## src/rtl/mav_pkg.sv

```systemverilog
// Shared constants and FSM state type for the MAV sequencing controller.
package mav_pkg;

  localparam int unsigned MAV_DW  = 16;
  localparam int unsigned MAV_WIN = 4;

  typedef enum logic [2:0] {
    IDLE,
    PRESS,
    FIRE,
    HOLD,
    RELEASE
  } mav_ctrl_state_t;

endpackage

```

## src/rtl/mav_sync2.sv

```systemverilog
// Two-flop synchronizer for a single asynchronous board input.
module mav_sync2 (
  input  logic clk,
  input  logic rstn,
  input  logic din,
  output logic q
);

  logic meta;

  always_ff @(posedge clk or negedge rstn) begin
    if (!rstn) begin
      meta <= 1'b0;
      q    <= 1'b0;
    end else begin
      meta <= din;
      q    <= meta;
    end
  end

endmodule

```

## src/rtl/mav_ctrl.sv

```systemverilog
// MAV sequencer: debounced button or periodic timer issues one-cycle en strobes,
// then captures the MAV result two cycles later and tracks window fill.
module mav_ctrl
  import mav_pkg::*;
#(
  parameter int unsigned DW          = MAV_DW,
  parameter int unsigned WIN         = MAV_WIN,
  parameter int unsigned DB_CYCLES   = 20,
  parameter int unsigned AUTO_PERIOD = 100
) (
  input  logic          clk,
  input  logic          rstn,
  input  logic          btn,
  input  logic          mode,
  input  logic [DW-1:0] d_in,
  input  logic [DW-1:0] m,
  output logic          en,
  output logic [DW-1:0] d,
  output logic [DW-1:0] m_out,
  output logic          m_valid,
  output logic [2:0]    fill_cnt,
  output logic [15:0]   sample_cnt
);

  localparam int unsigned CW  = 16;
  localparam int unsigned CW1 = CW + 1;
  localparam logic [CW:0]   DB_LIM = CW1'(DB_CYCLES);
  localparam logic [CW-1:0] PER_TC = CW'(AUTO_PERIOD - 1);
  localparam logic [2:0]    WIN_C  = 3'(WIN);
  localparam logic [3:0]    WIN_W  = 4'(WIN);

  logic            btn_s;
  logic            mode_s;
  logic            mode_q;
  logic            en_d;
  logic            db_done;
  logic [CW-1:0]   db_cnt;
  logic [CW-1:0]   per_cnt;
  mav_ctrl_state_t state;

  mav_sync2 u_sync_btn (
    .clk  (clk),
    .rstn (rstn),
    .din  (btn),
    .q    (btn_s)
  );

  mav_sync2 u_sync_mode (
    .clk  (clk),
    .rstn (rstn),
    .din  (mode),
    .q    (mode_s)
  );

  // The entry cycle already counts as one stable sample, hence the +1.
  assign db_done = ({1'b0, db_cnt} + CW1'(1)) >= DB_LIM;

  // Strobe generation: mode change wins, then auto timer, then manual debounce FSM.
  always_ff @(posedge clk or negedge rstn) begin
    if (!rstn) begin
      state      <= IDLE;
      db_cnt     <= '0;
      per_cnt    <= '0;
      mode_q     <= 1'b0;
      en         <= 1'b0;
      d          <= '0;
      sample_cnt <= '0;
    end else begin
      mode_q <= mode_s;
      en     <= 1'b0;
      if (mode_s != mode_q) begin
        state   <= IDLE;
        db_cnt  <= '0;
        per_cnt <= '0;
      end else if (mode_s) begin
        state  <= IDLE;
        db_cnt <= '0;
        if (per_cnt == PER_TC) begin
          per_cnt    <= '0;
          en         <= 1'b1;
          d          <= d_in;
          sample_cnt <= sample_cnt + 16'd1;
        end else begin
          per_cnt <= per_cnt + CW'(1);
        end
      end else begin
        case (state)
          IDLE: begin
            if (btn_s) begin
              state  <= PRESS;
              db_cnt <= CW'(1);
            end
          end
          PRESS: begin
            if (!btn_s) begin
              state <= IDLE;
            end else if (db_done) begin
              state      <= FIRE;
              en         <= 1'b1;
              d          <= d_in;
              sample_cnt <= sample_cnt + 16'd1;
            end else begin
              db_cnt <= db_cnt + CW'(1);
            end
          end
          FIRE: state <= HOLD;
          HOLD: begin
            if (!btn_s) begin
              state  <= RELEASE;
              db_cnt <= CW'(1);
            end
          end
          RELEASE: begin
            if (btn_s) begin
              state <= HOLD;
            end else if (db_done) begin
              state <= IDLE;
            end else begin
              db_cnt <= db_cnt + CW'(1);
            end
          end
          default: state <= IDLE;
        endcase
      end
    end
  end

  // MAV result is valid the cycle after en; capture it on the following edge.
  always_ff @(posedge clk or negedge rstn) begin
    if (!rstn) begin
      en_d     <= 1'b0;
      m_out    <= '0;
      fill_cnt <= '0;
      m_valid  <= 1'b0;
    end else begin
      en_d <= en;
      if (en_d) begin
        m_out <= m;
        if (fill_cnt < WIN_C) begin
          fill_cnt <= fill_cnt + 3'd1;
        end
        if (({1'b0, fill_cnt} + 4'd1) >= WIN_W) begin
          m_valid <= 1'b1;
        end
      end
    end
  end

endmodule

```

## config.mk

```make
export PLATFORM = sky130hd
export DESIGN_NAME = mav_ctrl
export DESIGN_NICKNAME = d
export VERILOG_FILES = /design/src/rtl/mav_pkg.sv /design/src/rtl/mav_sync2.sv /design/src/rtl/mav_ctrl.sv
export SDC_FILE = /design/constraint.sdc
export NUM_CORES = 1
export LEC_CHECK = 0
export CORE_MARGIN = 2
export CORE_UTILIZATION = 29
export DETAILED_ROUTE_END_ITERATION = 8
export PLACE_DENSITY = 0.52
export SLEW_MARGIN = 20
export SYNTH_ARGS = -nofsm -noshare
export SYNTH_HDL_FRONTEND = slang
export SYNTH_SLANG_ARGS = --single-unit
```

## constraint.sdc

```tcl
create_clock -name clk -period 3.43 [get_ports clk]
set_input_delay 0.8575 -clock clk [delete_from_list [all_inputs] [get_ports clk]]
set_output_delay 0.8575 -clock clk [all_outputs]
set_load 0.02 [all_outputs]
```

==> results by stage <==
Layout:
- For this run, the post-layout net count is 555.
- The fraction of layout cells with a size suffix above 1 is 12.52%.
- The finished layout holds 735 standard cells, fillers aside.
- The count of inserted antenna diode cells is 0.
- The layout-stage area growth over the synthesis result is 30.61%.
- The library cell used most frequently in the layout, excluding fill and tap cells, is sky130_fd_sc_hd__dfrtp_1.
- The top cell types in the final layout, fill and taps aside, are sky130_fd_sc_hd__dfrtp_1 (94), sky130_fd_sc_hd__clkdlybuf4s50_1 (87), sky130_fd_sc_hd__nand2_1 (35).
- The fill cell instance count of the final layout is 1561.

Global route:
- The number of global-route vias before repair is 3617.
- The global-route wire length before repair is 18050 um.
- The global-route total usage across every layer is 13.14%.
- Entering global routing, the biggest net connects 59 pins.
- The number of antenna violations at the first check in global routing came to 0.
- Global routing finished with a remaining overflow of 0.

Synth:
- Each instance of the synthesized netlist takes up on average 10.76 sq um.
- The synthesized design contains 0 enable-type register cells.
- The post-synthesis instance area is 4648 sq um.
- For this run, the leading register cell type out of synthesis is sky130_fd_sc_hd__dfrtp_1.
- The net count of the mapped netlist is 473.
- In the synthesized netlist the async set-or-reset flop fraction comes to 100.0%.
- In the synthesized netlist, the number of instances is 432.
- Ranked by total cell area, the synthesized netlist is headed by sky130_fd_sc_hd__dfrtp_1 (51%), sky130_fd_sc_hd__mux2_2 (6.5%), sky130_fd_sc_hd__o31ai_1 (4.2%).
- The sequential-to-total area share from yosys stat is 50.61%.
- The synthesized design devotes to its leading area cell type 50.61% of total area.
- After synthesis the netlist holds a flip-flop and latch count of 94.
- The cell type with the highest aggregate area in the netlist is sky130_fd_sc_hd__dfrtp_1.
- The count of distinct cell types in the synthesized netlist is 52.
- The warning count from the yosys run is 0.

Timing:
- The worst slew slack as a fraction of its limit is 50.69%.
- Setup violations remaining at the end of the flow were counted as 0.
- Setup repair after global routing left no endpoint under its margin.
- For the pin with the worst max-slew slack, the measured transition is 739.7 ps.
- The final-report max-slew violation count is 0.
- Static timing analysis puts the maximum clock frequency at 311.7 MHz.
- The final cycle utilization of the critical path is 93.54%.
- Clock skew on the completed layout was measured at 8.930 ps.
- The final-layout setup total negative slack is 0 ps.
- The number of hold violations in the final report came to 0.
- Counting I/O delays and the setup requirement, the final critical path takes 3209 ps.

Die:
- The area of the die is 17060 sq um.
- The floorplan row count is 46.
- The effective utilization at floorplan is 29.47%.
- The region available for standard cell placement spans 15770 sq um.
- The die is 130.6 um wide.
- The height of the die is 130.6 um.
- In this run the count of I/O pins placed on the die edge is 89.

Routing:
- The routed length per placed instance is 14.41 um.
- The DRC violation total after the first TritonRoute iteration is 107.
- The DRC violation count after routing is 0.
- Before antenna repair, the detailed router went through 4 iterations.
- The detailed router placed 3585 vias in this run.
- In the routed layout, each cell is associated on average with a via count of 4.878.
- Summed over all layers, the routed wires come to 10590 um.
- The number of nets still failing antenna checks after routing is 0.

CTS:
- The clock sink total is 94.
- The deepest level of the CTS H-tree is 3.
- The number of hold buffers added after CTS was 0.
- The number of CTS-inserted buffers is 9.
- The clock slew at the register clock pins of the worst setup and hold paths is 70 ps.
- The number of buffers inserted to repair setup after CTS is 0.
- The insertion delay of the later-clocked pin in the worst-skew pair is 340 ps.
- The maximum number of buffers from clock root to sink is 2.
- Once the clock tree was built, the resizer swapped 0 gates to a different size.
- Clock tree synthesis selected as its root buffer the cell sky130_fd_sc_hd__clkbuf_16.
- TritonCTS built the clock tree.

Setup path:
- The family of cells with the greatest summed delay on the critical path is simple AND/OR/NAND/NOR gates.
- The number of cells on the worst reg-to-reg path is 8.
- Tracing the worst setup path back leads to its startpoint at db_cnt[0].
- The startpoint of the most critical register-to-register path is db_cnt[0].
- The number of buffers and inverters on the critical path is 0.
- The critical path crosses 8 cells after its start point.
- For the worst setup path, the data arrival time is 3440 ps.
- For this design, the slowest cell found on the critical path is sky130_fd_sc_hd__a311o_4.
- The capturing element of the worst setup path is d[0].
- The largest fanout of any net on the critical path is 19.
- The critical path endpoint category is a flip-flop.
- The largest stage delay on the critical path is 490 ps.
- The kind of critical path is flip-flop to flip-flop.
- The critical path goes through ha_1 -> and3_4 -> nand4_1 -> mux2i_1 -> a31o_1 -> a311o_4 -> nand2_2 -> mux2_2.
- Data on the critical path is required at its endpoint by 3660 ps.
- The endpoint identified for the worst register-to-register timing path is d[0].
- The internal reg-to-reg setup slack is 220 ps.
- The startpoint class of the critical path is a flip-flop.

Worst hold path:
- The path class of the tightest hold or removal check is flip-flop to flip-flop.
- Counting instances, the worst hold path has a depth of 0.

Place:
- The number of buffers added on ports is 88.
- Once detailed placement completed, the half-perimeter wirelength came to 7356 um.
- Routability-driven placement finished with a final weighted congestion of 0.8109.
- The total instance count after detailed placement is 719.

Power and ir drop:
- The total leakage power is 2.695 nW.
- The power density relative to cell area is 395.8 nW/um^2.
- The worst-case IR drop observed on VDD is 0.1953 mV.

Outcome:
- The flow ran to the end, and the final reports show no timing, DRC or antenna violations.

Job:
- Across the run, the number of max-cap violations was 0.
==> registers in the layout, summed over array words and instances (netlist names) <==
| name | count |
|---|---|
| m_out | 16 |
| fill_cnt | 3 |
| state | 3 |
| d | 16 |
| mode_q | 1 |
| m_valid | 1 |
| en | 1 |
| db_cnt | 16 |
| u_sync_mode.meta | 1 |
| per_cnt | 16 |
| en_d | 1 |
| u_sync_btn.meta | 1 |
| sample_cnt | 16 |
| u_sync_mode.q | 1 |
| u_sync_btn.q | 1 |
==> routing by layer <==
layer	share of wire (%)	track usage, %
met3	6.5	3.868
met1	46	17.35
met4	1.2	5.006
met5	0	0
met2	46	20.47
==> metrics by stage <==
stage               worst slack [ps]  hold slack (ps)  util, %  instance area (sq um)  power [W]
finish                         221.5            350.6    38.50                   6071   0.002403
global route                   1.095            368.1    38.50                   6071   0.002501
CTS                            208.7            350.5    38.46                   6065   0.002439
detailed placement             227.2            335.8    36.27                   5719   0.001272
global placement               369.2            337.5    36.27                   5719   0.001268
floorplan                      694.5            331.2        -                   4648   0.001191
==> layout make-up <==
cell class / count / area, sq um / area share, %
inverter: 9 / 33.78 / 0.5565
multi-input combinational: 307 / 2141 / 35.26
clock buffer: 9 / 225.2 / 3.710
timing repair buffer: 93 / 928.4 / 15.29
tap: 216 / 270.3 / 4.452
sequential: 94 / 2352 / 38.75
clock inverter: 7 / 120.1 / 1.979
==> kinds of logic after synthesis <==
kind of cell,synth area share [%]
multiplexers,8.695
AO/OA/AOI/OAI,14.70
AND/OR/NAND/NOR,16.10
buffers and inverters,3.472
flip-flops,50.61
XOR/XNOR,5.088
adder cells (fa/ha/maj),1.346
==> worst reg2reg max path: stages, from the launching register on <==
cell,delay [ps]
sky130_fd_sc_hd__dfrtp_1,460
sky130_fd_sc_hd__ha_1,410
sky130_fd_sc_hd__and3_4,290
sky130_fd_sc_hd__nand4_1,220
sky130_fd_sc_hd__mux2i_1,180
sky130_fd_sc_hd__a31o_1,260
sky130_fd_sc_hd__a311o_4,500
sky130_fd_sc_hd__nand2_2,380
sky130_fd_sc_hd__mux2_2,400
==> synth_stat cells (4+ instances only) <==
library cell	instances
sky130_fd_sc_hd__a211oi_1	5
sky130_fd_sc_hd__a21oi_1	14
sky130_fd_sc_hd__a31oi_1	6
sky130_fd_sc_hd__and3_1	9
sky130_fd_sc_hd__buf_6	4
sky130_fd_sc_hd__clkbuf_1	12
sky130_fd_sc_hd__dfrtp_1	94
sky130_fd_sc_hd__ha_1	5
sky130_fd_sc_hd__inv_1	9
sky130_fd_sc_hd__mux2_1	8
sky130_fd_sc_hd__mux2_2	27
sky130_fd_sc_hd__nand2_1	35
sky130_fd_sc_hd__nand2b_1	7
sky130_fd_sc_hd__nand3_1	19
sky130_fd_sc_hd__nand4_1	9
sky130_fd_sc_hd__nor2_1	34
sky130_fd_sc_hd__nor2b_1	5
sky130_fd_sc_hd__nor3_1	8
sky130_fd_sc_hd__o21ai_0	19
sky130_fd_sc_hd__o31ai_1	26
sky130_fd_sc_hd__o41ai_1	4
sky130_fd_sc_hd__xnor2_1	6
sky130_fd_sc_hd__xor2_1	21
==> power by group <==
part | switching [W] | total [W] | internal, W | leakage (nW)
Clock | 0.000439 | 0.00115 | 0.000715 | 0.166
Combinational | 0.0000608 | 0.000116 | 0.0000556 | 1.23
Sequential | 0.0000124 | 0.00113 | 0.00112 | 1.30
==> how the worst min path moves through the flow <==
stage / end / slack (ps) / from
after floorplan: u_sync_btn.q / 330 / u_sync_btn.meta
after global placement: u_sync_btn.q / 340 / u_sync_btn.meta
after detailed placement: u_sync_btn.q / 340 / u_sync_btn.meta
after CTS: u_sync_btn.q / 350 / u_sync_btn.meta
after global routing: u_sync_btn.q / 370 / u_sync_btn.meta
final: u_sync_btn.q / 350 / u_sync_btn.meta
(Power assumes the default switching activity.)
